===== src/rtl/mem_pkg.sv =====
// Shared types for the memory-access stage: funct3 size codes, FSM state, pipeline register layouts.
package mem_pkg;

  localparam logic [2:0] F3_B  = 3'b000;
  localparam logic [2:0] F3_H  = 3'b001;
  localparam logic [2:0] F3_W  = 3'b010;
  localparam logic [2:0] F3_BU = 3'b100;
  localparam logic [2:0] F3_HU = 3'b101;

  typedef enum logic {
    ST_IDLE,
    ST_ACCESS
  } mem_state_e;

  typedef struct packed {
    logic [31:0] alu;
    logic [31:0] wdata;
    logic [4:0]  rd;
    logic        regwrite;
    logic        memread;
    logic        memwrite;
    logic [2:0]  funct3;
  } ex_mem_t;

  typedef struct packed {
    logic [31:0] data;
    logic [4:0]  rd;
    logic        regwrite;
  } mem_wb_t;

  // Halfwords must sit on an even byte, words on a word boundary.
  function automatic logic is_misaligned(input logic [2:0] funct3, input logic [1:0] a);
    case (funct3)
      F3_H, F3_HU: is_misaligned = a[0];
      F3_W:        is_misaligned = (a != 2'b00);
      default:     is_misaligned = 1'b0;
    endcase
  endfunction

endpackage


===== src/rtl/mem_align.sv =====
// Store byte-lane replication / enables and load byte/half extraction with sign or zero extension.
module mem_align
  import mem_pkg::*;
(
  input  logic [2:0]  funct3,
  input  logic [1:0]  addr_lo,
  input  logic [31:0] store_data,
  input  logic [31:0] load_word,
  output logic [3:0]  be,
  output logic [31:0] wdata,
  output logic [31:0] load_data
);

  logic [7:0]  byte_sel;
  logic [15:0] half_sel;

  assign byte_sel = load_word[{addr_lo, 3'b000} +: 8];
  assign half_sel = addr_lo[1] ? load_word[31:16] : load_word[15:0];

  // NOTE: every output gets a default before the case so no path leaves a latch behind.
  always_comb begin
    be        = 4'b1111;
    wdata     = store_data;
    load_data = load_word;
    case (funct3)
      F3_B: begin
        be        = 4'b0001 << addr_lo;
        wdata     = {4{store_data[7:0]}};
        load_data = {{24{byte_sel[7]}}, byte_sel};
      end
      F3_BU: begin
        be        = 4'b0001 << addr_lo;
        wdata     = {4{store_data[7:0]}};
        load_data = {24'h0, byte_sel};
      end
      F3_H: begin
        be        = 4'b0011 << {addr_lo[1], 1'b0};
        wdata     = {2{store_data[15:0]}};
        load_data = {{16{half_sel[15]}}, half_sel};
      end
      F3_HU: begin
        be        = 4'b0011 << {addr_lo[1], 1'b0};
        wdata     = {2{store_data[15:0]}};
        load_data = {16'h0, half_sel};
      end
      default: ;
    endcase
  end

endmodule


===== src/rtl/mem_stage.sv =====
// MEM stage: EX/MEM register, req/ack data-memory FSM, load alignment and MEM/WB register.
// Optional build macro MEM_MISALIGN_TRAP_EN suppresses misaligned accesses and flags them on misalign_mem.
module mem_stage
  import mem_pkg::*;
#(
  parameter int XLEN = 32
) (
  input  logic            clk,
  input  logic            reset,
  input  logic [XLEN-1:0] ALUResult_ex,
  input  logic [XLEN-1:0] MemWriteData_ex,
  input  logic [4:0]      rdAddr_ex,
  input  logic            RegWrite_ex,
  input  logic            MemRead_ex,
  input  logic            MemWrite_ex,
  input  logic [2:0]      funct3_ex,
  output logic [XLEN-1:0] ALUResult_mem,
  output logic [4:0]      rdAddr_mem,
  output logic            RegWrite_mem,
  output logic            stall_mem,
  output logic            dmem_req,
  output logic            dmem_we,
  output logic [XLEN-1:0] dmem_addr,
  output logic [XLEN-1:0] dmem_wdata,
  output logic [3:0]      dmem_be,
  input  logic            dmem_ack,
  input  logic [XLEN-1:0] dmem_rdata,
`ifdef MEM_MISALIGN_TRAP_EN
  output logic            misalign_mem,
`endif
  output logic [XLEN-1:0] RegWriteData_wb,
  output logic [4:0]      rdAddr_wb,
  output logic            RegWrite_wb
);

  ex_mem_t    ex_mem_d, ex_mem_q;
  mem_wb_t    mem_wb_d, mem_wb_q;
  mem_state_e state_d, state_q;
  logic       misaligned;
  logic       ex_access;
  logic       is_load;
  logic [31:0] load_data;

  // A load only when not also a store.
  assign is_load = ex_mem_q.memread & ~ex_mem_q.memwrite;

`ifdef MEM_MISALIGN_TRAP_EN
  logic misalign_d, misalign_q;
  assign misaligned = (ex_mem_q.memread | ex_mem_q.memwrite)
                    & is_misaligned(ex_mem_q.funct3, ex_mem_q.alu[1:0]);
  assign ex_access  = (MemRead_ex | MemWrite_ex) & ~is_misaligned(funct3_ex, ALUResult_ex[1:0]);
  assign misalign_d = misaligned & ~stall_mem;
  assign misalign_mem = misalign_q;
`else
  assign misaligned = 1'b0;
  assign ex_access  = MemRead_ex | MemWrite_ex;
`endif

  assign dmem_req   = (state_q == ST_ACCESS);
  assign stall_mem  = dmem_req & ~dmem_ack;
  assign dmem_we    = ex_mem_q.memwrite;
  assign dmem_addr  = {ex_mem_q.alu[31:2], 2'b00};

  mem_align u_align (
    .funct3     (ex_mem_q.funct3),
    .addr_lo    (ex_mem_q.alu[1:0]),
    .store_data (ex_mem_q.wdata),
    .load_word  (dmem_rdata),
    .be         (dmem_be),
    .wdata      (dmem_wdata),
    .load_data  (load_data)
  );

  // ACCESS tracks "EX/MEM holds an unacknowledged access"; the ack edge may load the next one.
  always_comb begin
    state_d = state_q;
    case (state_q)
      ST_IDLE:   if (ex_access) state_d = ST_ACCESS;
      ST_ACCESS: if (dmem_ack) state_d = ex_access ? ST_ACCESS : ST_IDLE;
      default:   state_d = ST_IDLE;
    endcase
  end

  always_comb begin
    ex_mem_d = ex_mem_q;
    if (!stall_mem) begin
      ex_mem_d = '{alu: ALUResult_ex, wdata: MemWriteData_ex, rd: rdAddr_ex,
                   regwrite: RegWrite_ex, memread: MemRead_ex, memwrite: MemWrite_ex,
                   funct3: funct3_ex};
    end
  end

  // A stalled cycle retires a bubble; other writeback fields hold.
  always_comb begin
    mem_wb_d          = mem_wb_q;
    mem_wb_d.regwrite = 1'b0;
    if (!stall_mem) begin
      mem_wb_d.data     = is_load ? load_data : ex_mem_q.alu;
      mem_wb_d.rd       = ex_mem_q.rd;
      mem_wb_d.regwrite = ex_mem_q.regwrite & ~misaligned;
    end
  end

  // NOTE: state registers use non-blocking assignments with a synchronous reset tested first.
  always_ff @(posedge clk) begin
    if (reset) begin
      state_q  <= ST_IDLE;
      ex_mem_q <= '0;
      mem_wb_q <= '0;
    end else begin
      state_q  <= state_d;
      ex_mem_q <= ex_mem_d;
      mem_wb_q <= mem_wb_d;
    end
  end

`ifdef MEM_MISALIGN_TRAP_EN
  always_ff @(posedge clk) begin
    if (reset) misalign_q <= 1'b0;
    else       misalign_q <= misalign_d;
  end
`endif

  assign ALUResult_mem   = ex_mem_q.alu;
  assign rdAddr_mem      = ex_mem_q.rd;
  assign RegWrite_mem    = ex_mem_q.regwrite;
  assign RegWriteData_wb = mem_wb_q.data;
  assign rdAddr_wb       = mem_wb_q.rd;
  assign RegWrite_wb     = mem_wb_q.regwrite;

endmodule


===== config.mk =====
export PLATFORM = sky130hd
export DESIGN_NAME = mem_stage
export DESIGN_NICKNAME = d
export VERILOG_FILES = /design/src/rtl/mem_pkg.sv /design/src/rtl/mem_align.sv /design/src/rtl/mem_stage.sv
export SDC_FILE = /design/constraint.sdc
export NUM_CORES = 1
export LEC_CHECK = 0
export BUFFER_PORTS_ARGS = -buffer_cell sky130_fd_sc_hd__buf_2
export CAP_MARGIN = 25
export CORE_ASPECT_RATIO = 1.2
export CORE_UTILIZATION = 46
export DETAILED_ROUTE_END_ITERATION = 16
export PLACE_DENSITY = 0.88
export SYNTH_ARGS = -nofsm -noshare
export SYNTH_HDL_FRONTEND = slang
export SYNTH_HIERARCHICAL = 1
export SYNTH_SLANG_ARGS = --single-unit

===== constraint.sdc =====
create_clock -name clk -period 1.9 [get_ports clk]
set_clock_uncertainty 0.15 [all_clocks]
set_input_delay 0 -clock clk [delete_from_list [all_inputs] [get_ports clk]]
set_output_delay 0 -clock clk [all_outputs]
set_load 0.01 [all_outputs]

==> run metrics <==
post-synth top area share between 30% and 40%; die area about 14000 µm²; minimum hold slack -0.00619 ns; synth warn 6; top-count cell post-synth nand2_1; finished layout cell area slightly below 9000 µm²; EDFF count, synth 0; chip height roughly 130 µm; DRC viols 0; synth top area cells dfxtp_1, nand2_1, buf_4; total grt overflow 0; Root Buffer Master clkbuf_16; most instantiated cells after synthesis nand2_1, dfxtp_1, buf_4, a21oi_1, nor2_1; I/O Buffers roughly 250; #FFs+latches synth approximately 110; Final ANT Viol Nets 0; total CTS buffers 17; HPWL after DPL ~13000 µm; total power 7.39 mW; Leakage 4.25 nW; Synth Instances about 790; Syn Std Cell Area between 6000 and 7000 µm²; io pins about 260; Critical Path End Type flop; largest net degree at the start of global routing between 50 and 60; maximum clock path buffer count 2; wire length per cell between 15 and 20 µm; Finished Layout Cells 1265; top_reg_cell synth dfxtp_1; CTS tree done; synthesis-to-layout area growth 47.5%; crit start category flop; crit-path max FO 45; insertion delay to the later sink of the worst-skew pair approximately 0.42 ns; placed instance area between 6000 and 7000 µm²; clock slew at reported path FFs about 0.060 ns; Cells after DPL roughly 1.1k; GRT Resource Usage Total a little under a third; Mean Syn Cell Area between 7 and 8 µm²; initial antenna violation count 1; Pwr per Cell Area 834 nW/µm²; row count 45; first-pass GRT wire length approximately 33000 µm; H-tree depth 4; core area around 13000 µm²; cell taking the most area after synthesis dfxtp_1; Die X roughly 110 µm; Peak VDD IR around 670 µV; DR vias/cell ~5.4; share of layout cells above drive strength 1 31.0%; sequential fraction of the synthesis area 38.0%; DR vias slightly below 7k; failing checks hold timing; fmax between 0.5 and 0.6 GHz; vias in the first global route roughly 6.6k; MaxCap Viol Count 0; outcome finished with violations; RSZ-0062 raised after global routing no; initial DRC count between 500 and 600; Starting Density between 40% and 50%; asr flop ratio synth 0%; DRT Pass-1 Iters 5; Placer Congestion ~0.9; Hold Fails Final Rpt 2; Final setup viols 0; final worst slack 0.0347 ns; Total Wirelength between 20000 and 25000 µm; Slew Viols, Final 0; Sink Count between 100 and 150; Setup CP Type flop to flop; post-layout min period between 1.5 and 2 ns; Synth cell types 35; Critical Path RT approximately 2.1 ns; pre-CTS WS -0.0130 ns; fin crit share ~100%; Hold Crit Class primary input to flop; CP arrival a little over 2 ns; final net count between 1k and 1.5k
-- flip-flops by register name, summed over array words and instances, names as in the netlist --
signal and flops:
ex_mem_q 36, ALUResult_mem 32, RegWriteData_wb 32, rdAddr_mem 5
rdAddr_wb 5, RegWrite_mem 1, RegWrite_wb 1, dmem_req 1
dmem_we 1
-- power breakdown --
| group | internal [mW] | switching [mW] |
|---|---|---|
| registers | 2.56 | 0.141 |
| logic | 0.763 | 0.816 |
| clock network | 2.01 | 1.09 |
-- critical path: stages (launching register included) --
cell,delay [ns]
dfxtp_1,0.33
nand2b_4,0.17
buf_12,0.24
nand2_1,0.13
a21oi_1,0.19
dlygate4sd3_1,0.58
-- cell families (layout without fill, tap and decap cells) --
| family | Yosys count | count (layout) | share of synthesized area [%] |
|---|---|---|---|
| and+or+nand+nor | 337 | 337 | 22.5 |
| other | 1 | 3 | 0.0624 |
| AOI/OAI and AO/OA | 168 | 168 | 18.5 |
| muxes | 27 | 27 | 4.85 |
| DFF | 114 | 114 | 38.0 |
| buffers and inverters | 144 | 452 | 16.1 |
-- area by class of cell --
cell class | count | area (µm²)
flip-flops and latches | 114 | 2290
clock inverters | 6 | 80.1
multi-input cells | 534 | 2790
clock buffers | 24 | 482
well taps | 164 | 205
inverters | 4 | 26.3
fillers | 955 | 3860
repair buffers | 418 | 2990
diodes | 1 | 2.50
-- timing repair --
item,CTS,global route
setup buffers,0,5
gates resized for setup,4,11
endpoints found under the hold margin,104,0
hold buffers,132,0
endpoints found under the setup margin,15,53
cloned,0,2
-- through the flow --
step           util [%]  setup TNS, ns
2_1_floorplan         -              0
3_3_place_gp       53.8              0
3_5_place_dp       53.8        -0.0130
4_1_cts            68.7              0
5_1_grt            69.6              0
6_report           69.6              0
-- worst paths after layout --
path,endpoint,cells past startpoint,slack [ns],startpoint
setup / recovery,ex_mem_q[23]$_SDFFE_PP0N_,5,0.03,dmem_req$_SDFF_PP0_
hold / removal,RegWriteData_wb[3]$_SDFFE_PP0N_,4,-0.006,dmem_rdata[3]
setup reg to reg,ex_mem_q[23]$_SDFFE_PP0N_,5,0.03,dmem_req$_SDFF_PP0_
hold reg to reg,rdAddr_wb[3]$_SDFFE_PP0N_,2,0.30,rdAddr_wb[3]$_SDFFE_PP0N_
-- layout by cell type, fill, tap and decap left out, types with 3 or more instances in the layout --
cell type / instances
mux2i_1: 15
clkbuf_1: 4
a21oi_1: 80
buf_4: 22
a311oi_1: 33
o22ai_1: 17
a221o_1: 7
clkbuf_16: 19
dlygate4sd3_1: 131
o21ai_0: 8
dfxtp_2: 4
nand2_1: 263
o21bai_1: 4
o221ai_1: 7
a22oi_1: 7
nor2b_1: 19
dfxtp_1: 110
buf_2: 253
mux2_2: 9
clkinv_2: 4
buf_12: 9
clkbuf_8: 3
nor2_1: 42
-- metal layers --
metal	global-route usage [%]	part of all wire (%)	wire [µm]	vias up
met3	8.42	7.7	1690	90
met4	16.8	4.5	987	2
met2	57.3	51	11300	411
li1	-	-	-	3179
met5	0	0.059	13	-
met1	33.0	37	8040	3121
No activity file was read; power rests on OpenSTA's default activity.
